[config.mk]
export PLATFORM = sky130hd
export DESIGN_NAME = pipe_alu
export DESIGN_NICKNAME = d
export VERILOG_FILES = /design/src/rtl/pipe_alu.sv
export SDC_FILE = /design/constraint.sdc
export NUM_CORES = 1
export LEC_CHECK = 0
export CORE_ASPECT_RATIO = 0.5
export CORE_MARGIN = 2
export CORE_UTILIZATION = 56
export DETAILED_ROUTE_END_ITERATION = 16
export HOLD_SLACK_MARGIN = 0.06
export PLACE_DENSITY = 0.93
export SYNTH_ARGS = -nofsm -noshare
export SYNTH_HDL_FRONTEND = slang
export SYNTH_SLANG_ARGS = --single-unit
export TNS_END_PERCENT = 30
[constraint.sdc]
create_clock -name clk -period 4.4 [get_ports clk]
set_input_delay 0.66 -clock clk [delete_from_list [all_inputs] [get_ports clk]]
set_output_delay 0.66 -clock clk [all_outputs]
set_load 0.02 [all_outputs]
[src/rtl/pipe_alu.sv]
// Two-state ALU: single-cycle arithmetic/logic ops plus an optional shift-add multiplier.
// Define PIPE_ALU_MUL_EN to build the multiplier; otherwise opc 111 yields zero in one cycle.
module pipe_alu #(
  parameter int WIDTH = 16
) (
  input  logic             clk,
  input  logic             rst,
  input  logic             start,
  input  logic [WIDTH-1:0] inA,
  input  logic [WIDTH-1:0] inB,
  input  logic             inC,
  input  logic [2:0]       opc,
  output logic [WIDTH-1:0] outW,
  output logic             zer,
  output logic             neg,
  output logic             ovf,
  output logic             busy,
  output logic             done
);

  localparam int HW = WIDTH / 2;

  logic [WIDTH-1:0] outw_q, outw_d;
  logic             zer_q, zer_d;
  logic             neg_q, neg_d;
  logic             ovf_q, ovf_d;
  logic             done_q, done_d;

  logic [WIDTH-1:0] add_w;
  logic [WIDTH:0]   sum_ext;
  logic [WIDTH-1:0] alu_w;
  logic             alu_v;
  logic             fin;
  logic [WIDTH-1:0] fin_w;
  logic             fin_v;

  always_comb begin
    add_w   = inA + inB + {{(WIDTH-1){1'b0}}, inC};
    sum_ext = {inA[WIDTH-1], inA} + {inB[WIDTH-1], inB};
    alu_w   = '0;
    alu_v   = 1'b0;
    unique case (opc)
      3'b000: alu_w = '0 - inA;
      3'b001: alu_w = inA + {{(WIDTH-1){1'b0}}, 1'b1};
      3'b010: begin
        alu_w = add_w;
        alu_v = (inA[WIDTH-1] == inB[WIDTH-1]) &&
                (add_w[WIDTH-1] != inA[WIDTH-1]);
      end
      // Sign-extended sum halved: the average can never overflow.
      3'b011: alu_w = WIDTH'(sum_ext >> 1);
      3'b100: alu_w = inA & inB;
      3'b101: alu_w = inA | inB;
      3'b110: alu_w = {inA[HW-1:0], inB[HW-1:0]};
      3'b111: alu_w = '0;
    endcase
  end

`ifdef PIPE_ALU_MUL_EN

  typedef enum logic {
    IDLE = 1'b0,
    MUL  = 1'b1
  } state_t;

  localparam int CW = (WIDTH > 1) ? $clog2(WIDTH) : 1;
  localparam logic [CW-1:0] LAST = CW'(WIDTH - 1);

  state_t           state_q, state_d;
  logic [WIDTH-1:0] mcand_q, mcand_d;
  logic [WIDTH-1:0] mplier_q, mplier_d;
  logic [WIDTH-1:0] acc_q, acc_d;
  logic [CW-1:0]    cnt_q, cnt_d;
  logic [WIDTH-1:0] acc_next;

  always_comb begin
    state_d  = state_q;
    mcand_d  = mcand_q;
    mplier_d = mplier_q;
    acc_d    = acc_q;
    cnt_d    = cnt_q;
    acc_next = acc_q + (mplier_q[0] ? mcand_q : '0);
    fin      = 1'b0;
    fin_w    = '0;
    fin_v    = 1'b0;
    unique case (state_q)
      IDLE: begin
        if (start && opc == 3'b111) begin
          mcand_d  = inA;
          mplier_d = inB;
          acc_d    = '0;
          cnt_d    = '0;
          state_d  = MUL;
        end else if (start) begin
          fin   = 1'b1;
          fin_w = alu_w;
          fin_v = alu_v;
        end
      end
      MUL: begin
        acc_d    = acc_next;
        mcand_d  = mcand_q << 1;
        mplier_d = mplier_q >> 1;
        cnt_d    = cnt_q + CW'(1);
        if (cnt_q == LAST) begin
          fin     = 1'b1;
          fin_w   = acc_next;
          state_d = IDLE;
        end
      end
    endcase
  end

  always_ff @(posedge clk) begin
    if (rst) begin
      state_q  <= IDLE;
      mcand_q  <= '0;
      mplier_q <= '0;
      acc_q    <= '0;
      cnt_q    <= '0;
    end else begin
      state_q  <= state_d;
      mcand_q  <= mcand_d;
      mplier_q <= mplier_d;
      acc_q    <= acc_d;
      cnt_q    <= cnt_d;
    end
  end

  assign busy = (state_q == MUL);

`else

  always_comb begin
    fin   = start;
    fin_w = alu_w;
    fin_v = alu_v;
  end

  assign busy = 1'b0;

`endif

  always_comb begin
    outw_d = outw_q;
    zer_d  = zer_q;
    neg_d  = neg_q;
    ovf_d  = ovf_q;
    done_d = 1'b0;
    if (fin) begin
      outw_d = fin_w;
      zer_d  = (fin_w == '0);
      neg_d  = fin_w[WIDTH-1];
      ovf_d  = fin_v;
      done_d = 1'b1;
    end
  end

  always_ff @(posedge clk) begin
    if (rst) begin
      outw_q <= '0;
      zer_q  <= 1'b0;
      neg_q  <= 1'b0;
      ovf_q  <= 1'b0;
      done_q <= 1'b0;
    end else begin
      outw_q <= outw_d;
      zer_q  <= zer_d;
      neg_q  <= neg_d;
      ovf_q  <= ovf_d;
      done_q <= done_d;
    end
  end

  assign outW = outw_q;
  assign zer  = zer_q;
  assign neg  = neg_q;
  assign ovf  = ovf_q;
  assign done = done_q;

endmodule

**Yosys cells after proc, flatten, opt, wreduce, memory -nomap -nowiden**

Cells that the tools add are included.

- Latch bits: 0
- Bits in writable memories: 0
- Memories kept: 0
- Output and inout bits: 21
- Word-level logic and storage cells: 27
- Input bits: 39
- Flip-flop bits (word level): 20
- ROM bits: 0

- Mux-type cells: 3
- Multipliers: 0
- Equal/unequal tests: 9
- Bitwise operators: 2
- Reduce and logical (&&, ||, !) cells: 3
- Add/subtract/negate cells: 5
- Shift operators: 0
- Magnitude comparators: 0
- Divide/modulo/power cells: 0

Operators by type and width:

| operator | count |
|---|---|
| $pmux W16 S8 | 1 |
| $add A16 B16 Y17 | 1 |
| $add A16 B1 Y16 | 1 |
| $add A16 B1 Y16 const B | 1 |
| $add A16 B16 Y16 | 1 |
| $and A16 B16 Y16 | 1 |
| $logic_not A16 Y1 | 1 |
| $or A16 B16 Y16 | 1 |
| $sub A1 B16 Y16 const A | 1 |
| $eq A3 B3 Y1 const B | 4 |
| $eq A3 B2 Y1 const B | 2 |
| $eq A3 B1 Y1 const B | 1 |
| $logic_not A3 Y1 | 1 |
| $mux W1 | 2 |
| $eq A1 B1 Y1 | 1 |
| $logic_and A1 B1 Y1 | 1 |
| $ne A1 B1 Y1 | 1 |

**Logic depth before layout (Yosys ltp)**

- Word-level depth: 5
- Gate-level depth with buffers: 12
- Gate-level depth less buffers: 10

**Least setup slack after synthesis**

OpenSTA, ideal clock, no wires.

- Kind: in2reg
- Start: in inA[2]
- End: reg zer_q, in the netlist zer
- Arrival time: 3.187 ns
- Data required time: 4.312 ns
- Stages on the path: 11
- Setup slack: 1.125 ns
- Library setup time: 0.088 ns
- Buffers on the path: 1
- Cell sequence: clkbuf_1 inv_1 ha_1 or2_2 and4_1 nor3_1 xnor2_1 a211o_1 nor4_1 nand4_1 o32ai_2

- Word-level cells in the longest chain between the ends: 4
- Elaborated cells between the ends (all ways): 9
- Classes of those cells: 5 x add/sub; 1 x mux; 2 x bitwise; 1 x reduce/logical

RTL lines:

| item | line | source |
|---|---|---|
| from (decl) | 9 | `input logic [WIDTH-1:0] inA,` |
| $add A16 B16 Y16 | 38 | `add_w = inA + inB + {{(WIDTH-1){1'b0}}, inC};` |
| $add A16 B1 Y16 | 38 |  |
| $pmux W16 S8 (*) | 42 | `unique case (opc)` |
| $logic_not A16 Y1 (*) | 152 | `zer_d = (fin_w == '0);` |
| to (signal assigned) | 168 | `zer_q <= zer_d;` |
| to (decl) | 24 | `logic zer_q, zer_d;` |

Mark *: on every way between the ends. The rest lies on a longest branch, timed or not.
A chain may end at the register's enable or synchronous reset.

**Final worst setup path**

- Start: in inA[7]
- End: reg zer_q, in the netlist zer

Same word-level chain as after synthesis.

==> results.txt <==
- Worst relative slew slack: 37.8%
- For this run, the top clock speed supported by timing is 0.248 GHz.
* Post-layout util: 72.2%
* Initial antenna violation count: 0
- For this run, global-route usage on met3 was measured as 8.43%.
- The core region is 0.00623 mm².
- Clock skew: 0 ns
* Setup repair after global routing missed its margin: no
- The critical path is of the in2reg type.
- Instance count after placement with tap cells included: 660
- After routing the design area is 0.00450 mm².
* Overflow left after global routing: 0
- Clock Tree Buf Depth: 2
- After floorplanning, the core was divided into 20 placement rows.
* Number of hold-slack violations in the final timing report: 0
- Number of unique standard cell types used by synthesis: 70
- Comb power frac: 56.8%
- Worst path arrival time: 4.19 ns
- Crit-path slowest cell: sky130_fd_sc_hd__o311ai_0
- Tracing the worst setup path back leads to its startpoint at inA[7].
- The clock drives 19 sinks.
- Global routing consumed, on the met1 layer, 52.9% of the routing resources.
* Number of global-route vias before repair: 3,762
* Total of flip-flops plus latches after synthesis: 19
- Final critical delay including setup and external delays: 4.03 ns
- The library cell used most frequently in the layout, excluding fill and tap cells, is sky130_fd_sc_hd__clkdlybuf4s50_1.
- Via count: 4,341
- Count of placed standard cells in the final layout, fillers left out: 664
- Overall routing resource usage: 36.6%
- The later pin in the worst-skew pair is clocked with a latency of 0.25 ns.
* Sequential power share: 21.7%
- Dividing the final minimum period by the clock period gives 91.6%.
- CTS Hold Buffers Added: 0
- In the routed design, unresolved DRC markers number 0.
- R2r endpoint: outW[15]
* Sw Pwr: 0.369 mW
- GR met2 Demand/Resource: 54.7%
* CTS HTree Levels: 1
* # fillers: 502
- After detailed routing, the number of vias per cell comes to 6.54.
- Max rail drop VDD: 0.000146 V
* Number of standard cells after synthesis: 529
* Final weighted congestion of routability-driven global placement: 0.997
- Fraction of final layout cells sized beyond drive strength 1: 8.16%
- Once the floorplan was initialized, standard cells occupied 59.5% of the core.
- Summing every instance area after synthesis gives 0.00371 mm².
* Switching share of power: 41.6%
* Setup-failing EPs final: 0
- Boundary Pins: 60
- Entering global routing, the biggest net connects 26 pins.
- Count of buffers added by post-CTS timing repair for setup: 0
- Average footprint of a synthesized cell: 7.01 µm²
* Height of the chip: 61.5 µm
- Ys Warns: 0
- The tightest min-delay check is of the reg2reg type.
- Once placement finished, the instance area stood at 0.00442 mm².
- During placement, the flow inserted port buffers numbering 58.
* Cell Pwr Density: 197 mW/mm²
* Clk network pwr share: 21.6%
- Crit path max-delay family: compound AO/OA/AOI/OAI gates
- The wire-length estimate of the detail-placed layout is 10.7 mm.
- The worst setup path is launched from an input pin.
- Main flop type after synthesis: sky130_fd_sc_hd__dfxtp_1
* # diodes: 0
- Measured along the x axis, the die boundary spans 119 µm.
* Pins over their slew limit: 0
- The layer flagged by global routing as most heavily used is met2.
- The critical path ends at zer.
* FF-to-FF path depth: 2
- Origin of the critical flop-to-flop path: outW[15]
- WL final: 13.4 mm
* Combined buffer and inverter count along the critical path: 3
* Number of enable-type register cells in the synthesized netlist: 0
* Clock slew at reported path FFs: 0.06 ns
* Routed WL per cell: 20.2 µm
- The flow ran to the end, and the final reports show no timing, DRC or antenna violations.
- Share of flip-flops with an asynchronous set or reset: 0%
- Count of instances resized after the clock tree is built: 0
* TritonCTS Buffers: 3
- The tree is rooted in a sky130_fd_sc_hd__clkbuf_16.
- On the worst path, the slowest cell contributes a delay of 0.79 ns.
- Length of the first detailed-routing pass in iterations: 7
- Share of the yosys chip area belonging to registers: 10.3%
* Clock tree from TritonCTS: built
* Total Power: 0.887 mW
- The critical path crosses 12 cells after its start point.
- Cell internal power was estimated by the tool at 0.518 mW.
- For the pin with the worst max-slew slack, the measured transition is 0.922 ns.
- Area enclosed by the die boundary: 0.00733 mm²
* Net count of the mapped netlist: 605
* Critical Path Fanout Max: 11
- Final net count: 653
* Final setup TNS: 0 ns
* Area growth from synthesis to layout: 21.4%
- Critical Path, Cell by Cell: clkdlybuf4s50_1 -> inv_1 -> ha_1 -> nand4_1 -> nor4_1 -> buf_4 -> o311ai_0 -> a21o_1 -> a21oi_1 -> o32ai_1 -> o211ai_1 -> o32ai_2
- STA puts the critical path data required time at 4.56 ns.
* Post-route antenna net violation count: 0
* Crit path capture type: register
* First-pass GRT wire length: 20.5 mm
- The worst hold path begins at outW[0].
- Max-cap viol count: 0
* Setup slack on the worst flop-to-flop path: 3.56 ns
- DRC violation total after the first TritonRoute iteration: 665
- For this design the static power due to leakage is 1.86 nW.
- Leaving out fill and tap cells, the most frequent cells in the layout are sky130_fd_sc_hd__clkdlybuf4s50_1, sky130_fd_sc_hd__nor2_1, sky130_fd_sc_hd__inv_1.
[cell type report]
class	count	area [µm²]	area share (%)
sequential	19	380	8.45
tap	88	110	2.45
timing repair buffer	83	768	17.1
multi-input combinational	429	3000	66.8
clock inverter	1	7.51	0.167
inverter	41	154	3.42
clock buffer	3	75.1	1.67
[sequential cells by signal (all words and copies together), names as in the netlist]
name and flops:
done 1, outW 16, ovf 1, zer 1
[cells by family after synthesis]
family                     count (synthesis)  share of synthesized area, %
and+or+nand+nor                          185                          25.4
AOI/OAI and AO/OA                        154                          29.3
buffers and inverters                     81                          8.71
adders and majority gates                 37                          12.9
xor gates and xnor gates                  31                          7.32
muxes                                     21                          6.01
DFF                                       19                          10.3
other                                      1                         0.101
[synth_stat cells (9+ instances only)]
library cell | count | area share [%]
sky130_fd_sc_hd__mux2i_1 | 20 | 5.4
sky130_fd_sc_hd__dfxtp_1 | 19 | 10
sky130_fd_sc_hd__clkbuf_1 | 28 | 2.8
sky130_fd_sc_hd__o21ai_0 | 30 | 4.0
sky130_fd_sc_hd__ha_1 | 35 | 12
sky130_fd_sc_hd__nand4_1 | 12 | 2.0
sky130_fd_sc_hd__xnor2_1 | 25 | 5.9
sky130_fd_sc_hd__nor3_1 | 22 | 3.0
sky130_fd_sc_hd__a21o_1 | 11 | 2.2
sky130_fd_sc_hd__nor2_1 | 48 | 4.9
sky130_fd_sc_hd__nand3_1 | 17 | 2.3
sky130_fd_sc_hd__nor4_1 | 11 | 1.9
sky130_fd_sc_hd__a21oi_1 | 26 | 3.5
sky130_fd_sc_hd__a211oi_1 | 9 | 1.8
sky130_fd_sc_hd__nand2_1 | 30 | 3.0
sky130_fd_sc_hd__inv_1 | 39 | 3.9
[routing by layer]
metal / vias to the layer above / wire length, µm
met5: - / 0
met4: 0 / 294
met3: 34 / 1760
met2: 262 / 5400
met1: 2005 / 5980
li1: 2040 / -
[worst min path at each step]
stage | slack (ns) | endpoint | cells after the start
floorplan | 0.54 | outW[12] | 2
global placement | 0.45 | outW[11] | 2
detailed placement | 0.47 | outW[11] | 2
CTS | 0.47 | outW[11] | 2
global route | 0.50 | outW[11] | 2
finish | 0.48 | outW[0] | 2
[power by group through the flow]
stage                     registers (mW)  clock network [mW]  logic, mW
final                              0.192               0.191      0.504
after global routing               0.193               0.197      0.540
after CTS                          0.192               0.191      0.489
after detailed placement           0.195                   0      0.486
after global placement             0.195                   0      0.480
after floorplan                    0.210                   0      0.297
[tightest hold or removal path, cell delays in order, from the launching register on]
cell	delay, ns
sky130_fd_sc_hd__dfxtp_1	0.31
sky130_fd_sc_hd__nor2_1	0.08
sky130_fd_sc_hd__nor3_1	0.04
[stage by stage]
stage	hold slack, ns	setup WS (ns)
after global placement	0.454	0.349
after CTS	0.474	0.502
after detailed placement	0.465	0.256
after global routing	0.504	0.220
final	0.479	0.368
after floorplan	0.545	1.12
No activity file was read; power rests on OpenSTA's default activity.
